<file path="config.mk">
export PLATFORM = sky130hd
export DESIGN_NAME = parity_serial_tx
export DESIGN_NICKNAME = d
export VERILOG_FILES = /design/src/rtl/parity_serial_tx.sv
export SDC_FILE = /design/constraint.sdc
export NUM_CORES = 1
export LEC_CHECK = 0
export CAP_MARGIN = 5
export CORE_AREA = 2 2 49 51
export CTS_CLUSTER_DIAMETER = 40
export CTS_CLUSTER_SIZE = 12
export DETAILED_ROUTE_END_ITERATION = 7
export DIE_AREA = 0 0 51 53
export GPL_TIMING_DRIVEN = 0
export PLACE_DENSITY_LB_ADDON = 0.08
export SKIP_CTS_REPAIR_TIMING = 1
export SLEW_MARGIN = 10
export SYNTH_ARGS = -nofsm -noshare
export SYNTH_HDL_FRONTEND = slang
export SYNTH_SLANG_ARGS = --single-unit
</file>
<file path="constraint.sdc">
create_clock -name clk -period 1.8 [get_ports clk]
set_input_delay 0.18 -clock clk [delete_from_list [all_inputs] [get_ports clk]]
set_output_delay 0.18 -clock clk [all_outputs]
set_load 0.01 [all_outputs]
</file>
<file path="src/rtl/parity_serial_tx.sv">
// Serial transmitter for the nibble parity link: accepts a word on valid/ready,
// then drives start, data (LSB first), parity and stop bits onto tx_out.
module parity_serial_tx #(
    parameter int DATA_W     = 4,
    parameter int ODD_PARITY = 0,
    parameter int BIT_CYCLES = 1
) (
    input  logic              clk,
    input  logic              rst,
    input  logic [DATA_W-1:0] data_in,
    input  logic              valid_in,
    output logic              ready_out,
    output logic              tx_out,
    output logic              parity_out,
    output logic              busy,
    output logic              frame_done,
    output logic [2:0]        state_dbg
);

    // Handshake: a word is taken on a rising edge where valid_in & ready_out;
    // ready_out is high only in IDLE, so valid_in during a frame is ignored.

    typedef enum logic [2:0] {
        IDLE   = 3'd0,
        START  = 3'd1,
        DATA   = 3'd2,
        PARITY = 3'd3,
        STOP   = 3'd4
    } state_t;

    localparam int TW = $clog2(BIT_CYCLES) + 1;
    localparam int BW = $clog2(DATA_W) + 1;
    localparam logic [TW-1:0] T_LAST = TW'(BIT_CYCLES - 1);
    localparam logic [BW-1:0] B_LAST = BW'(DATA_W - 1);

    state_t            state;
    logic [TW-1:0]     timer;
    logic [BW-1:0]     bitcnt;
    logic [DATA_W-1:0] shreg;

    logic              bit_end;
    logic              par_calc;
    logic [DATA_W-1:0] sh_next;
    logic [TW-1:0]     timer_inc;

    always_comb begin
        bit_end   = (timer == T_LAST);
        par_calc  = (ODD_PARITY != 0) ? ~(^data_in) : (^data_in);
        sh_next   = shreg >> 1;
        timer_inc = timer + TW'(1);
    end

    assign state_dbg = state;

    // Every output is registered, so each branch loads the value the line
    // must carry during the cycle that follows the edge.
    always_ff @(posedge clk) begin
        if (rst) begin
            state      <= IDLE;
            timer      <= '0;
            bitcnt     <= '0;
            shreg      <= '0;
            tx_out     <= 1'b1;
            ready_out  <= 1'b1;
            busy       <= 1'b0;
            frame_done <= 1'b0;
            parity_out <= 1'b0;
        end else begin
            case (state)
                IDLE: begin
                    tx_out     <= 1'b1;
                    ready_out  <= 1'b1;
                    busy       <= 1'b0;
                    frame_done <= 1'b0;
                    timer      <= '0;
                    bitcnt     <= '0;
                    if (valid_in) begin
                        shreg      <= data_in;
                        parity_out <= par_calc;
                        state      <= START;
                        tx_out     <= 1'b0;
                        ready_out  <= 1'b0;
                        busy       <= 1'b1;
                    end
                end
                START: begin
                    if (bit_end) begin
                        timer  <= '0;
                        bitcnt <= '0;
                        state  <= DATA;
                        tx_out <= shreg[0];
                    end else begin
                        timer <= timer_inc;
                    end
                end
                DATA: begin
                    if (bit_end) begin
                        timer <= '0;
                        if (bitcnt == B_LAST) begin
                            state  <= PARITY;
                            tx_out <= parity_out;
                        end else begin
                            bitcnt <= bitcnt + BW'(1);
                            shreg  <= sh_next;
                            tx_out <= sh_next[0];
                        end
                    end else begin
                        timer <= timer_inc;
                    end
                end
                PARITY: begin
                    if (bit_end) begin
                        timer      <= '0;
                        state      <= STOP;
                        tx_out     <= 1'b1;
                        frame_done <= (BIT_CYCLES == 1);
                    end else begin
                        timer <= timer_inc;
                    end
                end
                STOP: begin
                    if (bit_end) begin
                        timer      <= '0;
                        state      <= IDLE;
                        tx_out     <= 1'b1;
                        ready_out  <= 1'b1;
                        busy       <= 1'b0;
                        frame_done <= 1'b0;
                    end else begin
                        timer      <= timer_inc;
                        // Pulse lands on the last cycle of the stop bit.
                        frame_done <= (timer_inc == T_LAST);
                    end
                end
                default: begin
                    state     <= IDLE;
                    tx_out    <= 1'b1;
                    ready_out <= 1'b1;
                    busy      <= 1'b0;
                end
            endcase
        end
    end

endmodule

</file>
Yosys cells after proc, flatten, opt, wreduce, memory -nomap -nowiden:

Index checks and enable logic that the tools add are counted.

* $add $sub $neg: 2
* equal/unequal tests: 13
* multiplexer cells: 28
* bitwise logic cells: 2
* reduce and logical (&&, ||, !) cells: 16

Operator list (number)
* 2-to-1 mux 3 bit: 8
* != test 2 bit (second input constant): 8
* one-hot mux 3 bit (5 select lines): 1
* 2-to-1 mux 4 bit: 3
* equality test 3 x 2 -> 1 bit (second input constant): 3
* 2-to-1 mux 1 bit: 9
* one-hot mux 1 bit (3 select lines): 3
* one-hot mux 3 bit (3 select lines): 1
* one-hot mux 4 bit (2 select lines): 1
* AND reduction 4 bit: 2
* AND reduction 2 bit: 3
* AND reduction 6 bit: 1
* nonzero test 3 bit: 2
* one-hot mux 1 bit (4 select lines): 1
* nonzero test 2 bit: 2
* OR reduction 4 bit: 1
* parity 4 bit: 1
* adder 3 x 1 -> 3 bit (second input constant): 1
* equality test 3 x 1 -> 1 bit (second input constant): 1
* equality test 3 bit (second input constant): 1
* logical NOT 3 bit: 1
* AND reduction 3 bit: 1
* OR reduction 3 bit: 1
* inverter 1 bit: 2
* 3 further kinds: 3

* register bits: 16
* bits of input ports: 7
* output and inout port bits: 8
* logic and storage cells: 70

Depth between registers and ports, before layout:

Gate-level depths: netlist (run 1).

* word-level depth: 4
* mapped depth: 7
* mapped depth without buffers: 6

Worst setup path before layout (run 1):

No wires, ideal clock.

* path type: reg2reg
* start: reg bitcnt[0]
* end: reg shreg[0]
* setup time: 0.086 ns
* data arrival time: 1.360 ns
* required time: 1.714 ns
* path slack: 0.354 ns
* cell stages (with the launch flop): 8
* path buffers: 1
* clock period less this slack: 1.446 ns
* path through: dfxtp_1 ha_1 ha_1 clkbuf_2 nand2b_4 a21boi_4 nor2_1 a211oi_1

* longest elaborated chain between the ends: 3

Ends and longest elaborated chain
* from (decl): line 38 `logic [BW-1:0] bitcnt;`
* from (signal assigned): line 103 `bitcnt <= bitcnt + BW'(1);`
* equality test 3 x 2 -> 1 bit: line 99 `if (bitcnt == B_LAST) begin`
* != test 2 bit (no line)
* AND reduction 4 bit (no line)
* to (signal assigned): line 78 `shreg <= data_in;`
* to (signal assigned): line 104 `shreg <= sh_next;`
* to (decl): line 39 `logic [DATA_W-1:0] shreg;`

No other way between the ends.
A chain may end at the register's enable or synchronous reset.

Final worst setup path (run 1):

* start: reg state[2] (netlist: state_dbg[2])
* end: out state_dbg[2]

RTL lines
* from (decl): line 36 `state_t state;`
* from (signal assigned): line 59 `state <= IDLE;`
* from (signal assigned): line 80 `state <= START;`
* from (signal assigned): line 90 `state <= DATA;`
* to (decl): line 17 `output logic [2:0] state_dbg`

No word-level cell between the ends.

==> results of run 1 <==
-- sequential cells by signal, summed over array words and instances (netlist names) --
name,cells
shreg,4
bitcnt,3
state_dbg,3
busy,1
frame_done,1
parity_out,1
ready_out,1
tx_out,1
-- metal layers --
metal | routed length (um) | track usage [%] | vias to the layer above
met2 | 720 | 19.91 | 7
met3 | 48 | 1.977 | 2
li1 | - | - | 312
met5 | 0 | 0 | -
met4 | 16 | 9.459 | 0
met1 | 638 | 16.38 | 278
-- cells in the mapped netlist --
master	number
dfxtp_1	15
nand3_1	1
nor3_2	1
buf_2	1
nand2b_4	2
nand2_1	7
mux2i_1	1
clkbuf_1	1
nor3_1	1
nor2_4	1
nand4_1	1
nor2b_1	1
nand2b_1	2
or3_1	1
xnor2_1	4
inv_1	1
clkbuf_2	1
nor4b_4	1
nor2_1	13
mux2_2	1
ha_1	2
a22oi_1	1
a21boi_4	1
a21oi_1	3
o21ai_0	8
buf_6	1
a2111oi_0	1
nand3b_1	1
a21boi_0	1
a211oi_1	4
-- area by class of cell --
class,count,area [um^2]
Timing Repair Buffer,14,140.1
Tap cell,28,35.03
Clock buffer,4,26.28
Multi-Input combinational cell,60,405.4
Buffer,4,25.02
Fill cell,214,1212
Inverter,1,3.754
Sequential cell,15,300.3
-- where the power goes --
group	internal [mW]	total (mW)	switching (mW)
clock	0.0859	0.193	0.107
sequential	0.359	0.381	0.0220
combinational	0.0928	0.169	0.0758
total	0.538	0.742	0.205
-- through the flow --
| step | util [%] | setup WS, ps | instance area [um^2] | cells |
|---|---|---|---|---|
| 2_1_floorplan | - | 354.2 | 734.5 | 80 |
| 3_3_place_gp | 42.34 | 221.3 | 909.6 | 122 |
| 3_5_place_dp | 42.34 | 196.1 | 909.6 | 122 |
| 4_1_cts | 43.56 | 103.2 | 935.9 | 126 |
| 5_1_grt | 43.56 | 29.18 | 935.9 | 126 |
| 6_report | 43.56 | 127.6 | 935.9 | 126 |
-- logic make-up after synthesis --
group	Yosys count	synth area share, %
buffers and inverters	5	3.916
AO/OA/AOI/OAI	19	17.38
XOR/XNOR	4	4.770
adder cells (fa/ha/maj)	2	3.407
multiplexers	2	2.896
AND/OR/NAND/NOR	33	26.75
flip-flops	15	40.89
-- worst max-delay path by stage --
stage               slack, ps               endpoint                 startpoint  cells past startpoint
global placement          220  shreg[0]$_SDFFE_PP0P_     bitcnt[0]$_SDFFE_PP0P_                      7
finish                    130           state_dbg[2]  state_dbg[2]$_SDFFE_PP0P_                      1
global route               30  shreg[1]$_SDFFE_PP0P_     bitcnt[0]$_SDFFE_PP0P_                      7
floorplan                 350  shreg[0]$_SDFFE_PP0P_     bitcnt[0]$_SDFFE_PP0P_                      7
CTS                       100           state_dbg[2]  state_dbg[2]$_SDFFE_PP0P_                      1
detailed placement        200  shreg[0]$_SDFFE_PP0P_     bitcnt[0]$_SDFFE_PP0P_                      7
==> metrics, run 1 <==
Crit Path Max Fanout 9; DP Wirelength 1108 um; cells after synthesis 80; CTS sink cnt 15; crit path DAT 1490 ps; Die X-Extent 51 um; total power 0.7421 mW; Setup TNS 0 ps; actual slew at the worst max-slew pin 433.4 ps; RSZ-0062 raised after global routing false; final net count 108; hold_sp frame_done$_SDFFE_PP0P_; wire per inst 11.29 um; Worst path slowest cell clkdlybuf4s50_1; Area growth, synth to finish 27.43%; Synth area leaders dfxtp_1 (41%), nor2_1 (6.6%), o21ai_0 (5.5%); status finished, final reports clean; reg2reg end shreg[0]$_SDFFE_PP0P_; Yosys warnings 0; CP max stage delay 620 ps; post-synthesis register bit count 15; Final Max Slew Viols 0; DR vias 599; Synth top area share 40.89%; row count 17; sequential share of the synthesized area 40.89%; Overflow after GRT 0; Avg Cell Area, Syn 9.181 um^2; clk buf depth 2; post-route ant nets 0; clock latency on the worst-skew pair 280 ps; r2r setup slk 210 ps; Root Driver clkbuf_4; CP Launch Type flop; leak pwr 0.3392 nW; origin of the critical flop-to-flop path bitcnt[0]$_SDFFE_PP0P_; most frequent cells in the layout dfxtp_1 (15), clkdlybuf4s50_1 (14), nor2_1 (13); largest net degree at the start of global routing 11; gr usage total 12.95%; first-pass GRT wire length 2504 um; drt pass-1 iters 4; Initial Util 34.19%; Crit path required time 1620 ps; DRC viols 0; die area 2703 um^2; FMAX 0.5980 GHz; Top Ports 15; Critical Path End Type primary output; setup violators final 0; Core Area 2148 um^2; Worst Skew 2.257 ps; relative slew slack 71.07%; Hold Path Class reg -> reg; cell breakdown of the critical path clkdlybuf4s50_1; # H-tree levels 1; WS Path Type reg -> out; WHS Endpoint frame_done$_SDFFE_PP0P_; routed wire length 1423 um; final worst-path cycle share 92.91%; vias in the first global route 556; share of post-route cells with drive strength above 1 13.27%; ant diodes 0; syn_nets 89; clk slew on worst S/H paths 90 ps; initial antenna violation count 0; CTS tree built; Largest delay share family, worst path buffers and inverters; gpl congestion 0.7188; Iter 0 DRT Violations 3; peak supply drop 0.3843 mV; Worst Reg2Reg Path Length in Cells 7; Hold Path Cell Cnt 2; die height 53 um; mapped cell area 734.5 um^2; area leader, netlist dfxtp_1; cts bufs inserted 3; vias per cell 4.754; PD cells 793.0 nW/um^2; Final Hold Viols 0; Final min period 1672 ps; commonest non-fill, non-tap cell in the layout dfxtp_1; worst hold margin 478.7 ps; CP bufs+invs 1; max-cap violations 0; synth unique cells 30; I/O Buffers 14
(Power assumes the default switching activity.)
==> run 2: changes to the inputs <==
--- a/config.mk
+++ b/config.mk
@@ -12,9 +12,8 @@
 export DETAILED_ROUTE_END_ITERATION = 7
 export DIE_AREA = 0 0 51 53
 export GPL_TIMING_DRIVEN = 0
-export PLACE_DENSITY_LB_ADDON = 0.08
+export PLACE_DENSITY = 0.53
 export SKIP_CTS_REPAIR_TIMING = 1
-export SLEW_MARGIN = 10
 export SYNTH_ARGS = -nofsm -noshare
 export SYNTH_HDL_FRONTEND = slang
 export SYNTH_SLANG_ARGS = --single-unit
==> metrics, run 2 (same netlist as run 1, synthesis figures left out) <==
vias in the first global route 530 (was 556); post-route ant nets 0 (unchanged); status finished, final reports clean (unchanged); clk slew on worst S/H paths 80 ps (was 90 ps); Iter 0 DRT Violations 6 (was 3); Top Ports 15 (unchanged); crit path DAT 1470 ps (was 1490 ps); setup violators final 0 (unchanged); DP Wirelength 1081 um (was 1108 um); final worst-path cycle share 91.62% (was 92.91%); Core Util, Final 43.56% (unchanged); Root Driver clkbuf_4 (unchanged); DRC viols 0 (unchanged); drt pass-1 iters 2 (was 4); Multi-input gate area 405.4 um^2 (unchanged); wire per inst 11.58 um (was 11.29 um); Core Area 2148 um^2 (unchanged); commonest non-fill, non-tap cell in the layout dfxtp_1 (unchanged); cell breakdown of the critical path clkdlybuf4s50_1 (unchanged); gpl congestion 0.6902 (was 0.7188); CP max stage delay 620 ps (about the same); DR vias 615 (was 599); die height 53 um (unchanged); CP Launch Type flop (unchanged); cts bufs inserted 3 (unchanged); # H-tree levels 1 (unchanged); Final WS setup 150.8 ps (was 127.6 ps); ant diodes 0 (unchanged); reg2reg end shreg[2]$_SDFFE_PP0P_ (was shreg[0]$_SDFFE_PP0P_); share of post-route cells with drive strength above 1 13.27% (unchanged); crit path from state_dbg[2]$_SDFFE_PP0P_ (unchanged); Critical Path End Type primary output (unchanged); r2r setup slk 220 ps (was 210 ps); Final min period 1649 ps (was 1672 ps); Initial Util 34.19% (unchanged); Crit Path Max Fanout 9 (unchanged); CTS sink cnt 15 (unchanged); Worst Reg2Reg Path Length in Cells 7 (unchanged); Overflow after GRT 0 (unchanged); Crit path required time 1620 ps (about the same); routed wire length 1459 um (was 1423 um); most flop-heavy register shreg (unchanged); Worst path depth 1 (unchanged); origin of the critical flop-to-flop path bitcnt[0]$_SDFFE_PP0P_ (unchanged); die area 2703 um^2 (unchanged); pre-CTS setup slack 225.5 ps (was 196.1 ps); Worst Skew 0.5659 ps (was 2.257 ps); actual slew at the worst max-slew pin 428.5 ps (was 433.4 ps); relative slew slack 71.43% (was 71.07%); clock latency on the worst-skew pair 270 ps (was 280 ps); leak pwr 0.3392 nW (unchanged); most frequent cells in the layout dfxtp_1 (15), clkdlybuf4s50_1 (14), nor2_1 (13) (unchanged); Die X-Extent 51 um (unchanged); Hold Path Class reg -> reg (unchanged); FILL cells 222 (was 214); row count 17 (unchanged); peak supply drop 0.4428 mV (was 0.3843 mV); gr usage total 12.67% (was 12.95%); clk buf depth 2 (unchanged); CP bufs+invs 1 (unchanged); RSZ-0062 raised after global routing false (unchanged); largest net degree at the start of global routing 11 (unchanged); vias per cell 4.881 (was 4.754); Setup TNS 0 ps (unchanged); I/O Buffers 14 (unchanged); PD cells 790.0 nW/um^2 (was 793.0 nW/um^2); Register Area 300.3 um^2 (unchanged); FMAX 0.6063 GHz (was 0.5980 GHz); initial antenna violation count 0 (unchanged); critical path capture point state_dbg[2] (unchanged); CTS tree built (unchanged); final net count 108 (unchanged); Final Hold Viols 0 (unchanged); max-cap violations 0 (unchanged); Largest delay share family, worst path buffers and inverters (unchanged); max FFs per register 4 (unchanged); Worst path slowest cell clkdlybuf4s50_1 (unchanged); total power 0.7393 mW (was 0.7421 mW); first-pass GRT wire length 2442 um (was 2504 um); Final Max Slew Viols 0 (unchanged); Area growth, synth to finish 27.43% (unchanged); WS Path Type reg -> out (unchanged)
-- run 2: cell counts in the layout (fill, tap and decap cells not counted) --
Identical to the previous run, type by type.
-- run 2: metal layers --
metal | GRT usage [%] | share of wire, %
met2 | 18.40 | 45
met4 | 8.108 | 1.9
met1 | 16.81 | 50
met3 | 2.825 | 2.9
met5 | 0 | 0
-- run 2: final cells by class --
type	instances	share of cell area [%]
sequential	15	32.09
clock buffer	4	2.807
inverter	1	0.4011
buffer	4	2.674
multi-input combinational	60	43.32
timing repair buffer	14	14.97
tap	28	3.743
-- run 2: how the worst min path moves through the flow --
stage / startpoint / to / slack (ps) / depth (start not counted)
3_5_place_dp: frame_done$_SDFFE_PP0P_ / frame_done$_SDFFE_PP0P_ / 470 / 2
2_1_floorplan: rst / shreg[0]$_SDFFE_PP0P_ / 250 / 1
5_1_grt: frame_done$_SDFFE_PP0P_ / frame_done$_SDFFE_PP0P_ / 510 / 2
6_report: frame_done$_SDFFE_PP0P_ / frame_done$_SDFFE_PP0P_ / 480 / 2
4_1_cts: shreg[3]$_SDFFE_PP0P_ / shreg[3]$_SDFFE_PP0P_ / 490 / 2
3_3_place_gp: busy$_SDFFE_PP0N_ / busy$_SDFFE_PP0N_ / 470 / 2
-- run 2: power by group --
group          leakage, nW  total (mW)  internal, mW  switching [mW]
registers            0.123       0.381         0.359          0.0222
clock network       0.0150       0.186        0.0858           0.101
logic                0.201       0.172        0.0927          0.0791
total                0.339       0.739         0.537           0.202
-- run 2: worst reg2reg max path, cell delays in order, from the launching register on --
cell and delay (ps):
dfxtp_1 330, ha_1 200, ha_1 170, clkbuf_2 180, nand2b_4 180, a21boi_4 200
nor2_1 60, a211oi_1 190
-- run 2: stage by stage --
| stage | area, um^2 | hold slack (ps) | instances |
|---|---|---|---|
| floorplan | 734.5 | 252.8 | 80 |
| global placement | 909.6 | 468.0 | 122 |
| detailed placement | 909.6 | 469.1 | 122 |
| CTS | 935.9 | 487.1 | 126 |
| global route | 935.9 | 507.4 | 126 |
| finish | 935.9 | 483.2 | 126 |
==> run 3: changes to the inputs <==
--- a/config.mk
+++ b/config.mk
@@ -13,6 +13,7 @@
 export DIE_AREA = 0 0 51 53
 export GPL_TIMING_DRIVEN = 0
 export PLACE_DENSITY = 0.53
+export REMOVE_ABC_BUFFERS = 1
 export SKIP_CTS_REPAIR_TIMING = 1
 export SYNTH_ARGS = -nofsm -noshare
 export SYNTH_HDL_FRONTEND = slang
==> metrics, run 3 (same netlist as run 1, synthesis figures left out) <==
status finished, final reports clean (unchanged); FMAX 0.6046 GHz (was 0.6063 GHz); Worst Skew 0.9076 ps (was 0.5659 ps); post-route ant nets 0 (unchanged); share of post-route cells with drive strength above 1 12.77% (was 13.27%); DR vias 582 (was 615); most flop-heavy register shreg (unchanged); Worst path depth 1 (unchanged); Final WS setup 146.1 ps (was 150.8 ps); commonest non-fill, non-tap cell in the layout clkdlybuf4s50_1 (was dfxtp_1); clock latency on the worst-skew pair 280 ps (was 270 ps); FILL cells 213 (was 222); crit path DAT 1470 ps (about the same); Area growth, synth to finish 24.36% (was 27.43%); Finished Layout Cells 122 (was 126); Power Internal 0.5333 mW (was 0.5374 mW); Largest delay share family, worst path buffers and inverters (unchanged); final worst-path cycle share 91.88% (was 91.62%); DP Wirelength 966.4 um (was 1081 um); CP bufs+invs 1 (unchanged); # H-tree levels 1 (unchanged); largest net degree at the start of global routing 18 (was 11); gr usage total 12.01% (was 12.67%); Crit path required time 1620 ps (about the same); peak supply drop 0.3326 mV (was 0.4428 mV); initial antenna violation count 0 (unchanged); CTS sink cnt 15 (unchanged); total power 0.7371 mW (was 0.7393 mW); cell total after placement 118 (was 122); clk buf depth 2 (unchanged); first-pass GRT wire length 2394 um (was 2442 um); switching pwr 0.2037 mW (was 0.2019 mW); actual slew at the worst max-slew pin 482.8 ps (was 428.5 ps); CTS tree built (unchanged); Setup TNS 0 ps (unchanged); Final Max Slew Viols 0 (unchanged); I/O Buffers 14 (unchanged); Comb power frac 20.8% (was 23.2%); Critical Path End Type primary output (unchanged); Initial Util 34.19% (unchanged); Die X-Extent 51 um (unchanged); cts bufs inserted 3 (unchanged); CP Launch Type flop (unchanged); Reg power frac 53.3% (was 51.5%); die area 2703 um^2 (unchanged); routed wire length 1387 um (was 1459 um); wire per inst 11.37 um (was 11.58 um); row count 17 (unchanged); Final min period 1654 ps (was 1649 ps); max FFs per register 4 (unchanged); final net count 104 (was 108); Final Hold Viols 0 (unchanged); leak pwr 0.3228 nW (was 0.3392 nW); WS Path Type reg -> out (unchanged); Multi-input gate area 405.4 um^2 (unchanged); Worst path slowest cell clkdlybuf4s50_1 (unchanged); Worst Reg2Reg Path Length in Cells 6 (was 7); Iter 0 DRT Violations 1 (was 6); vias per cell 4.770 (was 4.881); clk slew on worst S/H paths 90 ps (was 80 ps); Clock Power Share 26.0% (was 25.2%); Top Ports 15 (unchanged); ant diodes 0 (unchanged); Root Driver clkbuf_4 (unchanged); cell breakdown of the critical path clkdlybuf4s50_1 (unchanged); Register Area 302.8 um^2 (was 300.3 um^2); die height 53 um (unchanged); CP max stage delay 620 ps (about the same); PD cells 807.0 nW/um^2 (was 790.0 nW/um^2); gpl congestion 0.7184 (was 0.6902); Core Area 2148 um^2 (unchanged); vias in the first global route 518 (was 530); most frequent cells in the layout clkdlybuf4s50_1 (14), nor2_1 (13), dfxtp_1 (13) (was dfxtp_1 (15), clkdlybuf4s50_1 (14), nor2_1 (13)); DRC viols 0 (unchanged); setup violators final 0 (unchanged); max-cap violations 0 (unchanged); drt pass-1 iters 3 (was 2); RSZ-0062 raised after global routing false (unchanged); Overflow after GRT 0 (unchanged); sw frac 27.64% (was 27.31%); pre-CTS setup slack 239.8 ps (was 225.5 ps); Hold Path Cell Cnt 2 (unchanged); Hold Path Class reg -> reg (unchanged); relative slew slack 67.71% (was 71.43%); Crit Path Max Fanout 9 (unchanged); worst hold margin 481.3 ps (was 483.2 ps)
[run 3: changes by cell type in the layout (fill, tap and decap cells not counted)]
cell / previous run / this run
buf_2: 1 / 0
clkbuf_1: 2 / 1
clkbuf_2: 1 / 0
dfxtp_2: 0 / 2
dfxtp_1: 15 / 13
buf_6: 1 / 0
[run 3: tightest hold or removal path: stages (launching register included)]
cell and delay [ps]:
dfxtp_1 320, nand2b_1 60, a21oi_1 60
[run 3: area by class of cell]
type / instances / share of cell area [%]
sequential: 15 / 33.15
timing repair buffer: 14 / 15.34
multi-input combinational: 60 / 44.38
inverter: 1 / 0.4110
clock buffer: 4 / 2.877
tap: 28 / 3.836
[run 3: power groups by stage]
stage / Combinational (mW) / Sequential (mW) / Clock (mW)
3_5_place_dp: 0.154 / 0.400 / 0
5_1_grt: 0.170 / 0.397 / 0.215
6_report: 0.153 / 0.393 / 0.191
3_3_place_gp: 0.154 / 0.399 / 0
2_1_floorplan: 0.0871 / 0.399 / 0
4_1_cts: 0.155 / 0.391 / 0.200
[run 3: final timing paths]
path | slack, ps | endpoint | from
worst max-delay path | 150 | state_dbg[2] | state_dbg[2]$_SDFFE_PP0P_
worst min-delay path | 480 | shreg[3]$_SDFFE_PP0P_ | shreg[3]$_SDFFE_PP0P_
worst max register to register | 250 | shreg[1]$_SDFFE_PP0P_ | bitcnt[0]$_SDFFE_PP0P_
worst min register to register | 480 | shreg[3]$_SDFFE_PP0P_ | shreg[3]$_SDFFE_PP0P_
[run 3: through the flow]
step / util (%) / area [um^2]
floorplan: - / 709.4
global placement: 41.18 / 884.6
detailed placement: 41.18 / 884.6
CTS: 42.40 / 910.9
global route: 42.52 / 913.4
finish: 42.52 / 913.4
[run 3: routing by layer]
layer | GRT usage (%) | vias to the layer above | wire, um
met2 | 17.75 | 9 | 607
met1 | 15.94 | 265 | 708
met4 | 6.757 | 0 | 28
met3 | 2.825 | 4 | 43
li1 | - | 304 | -
met5 | 0 | - | 0
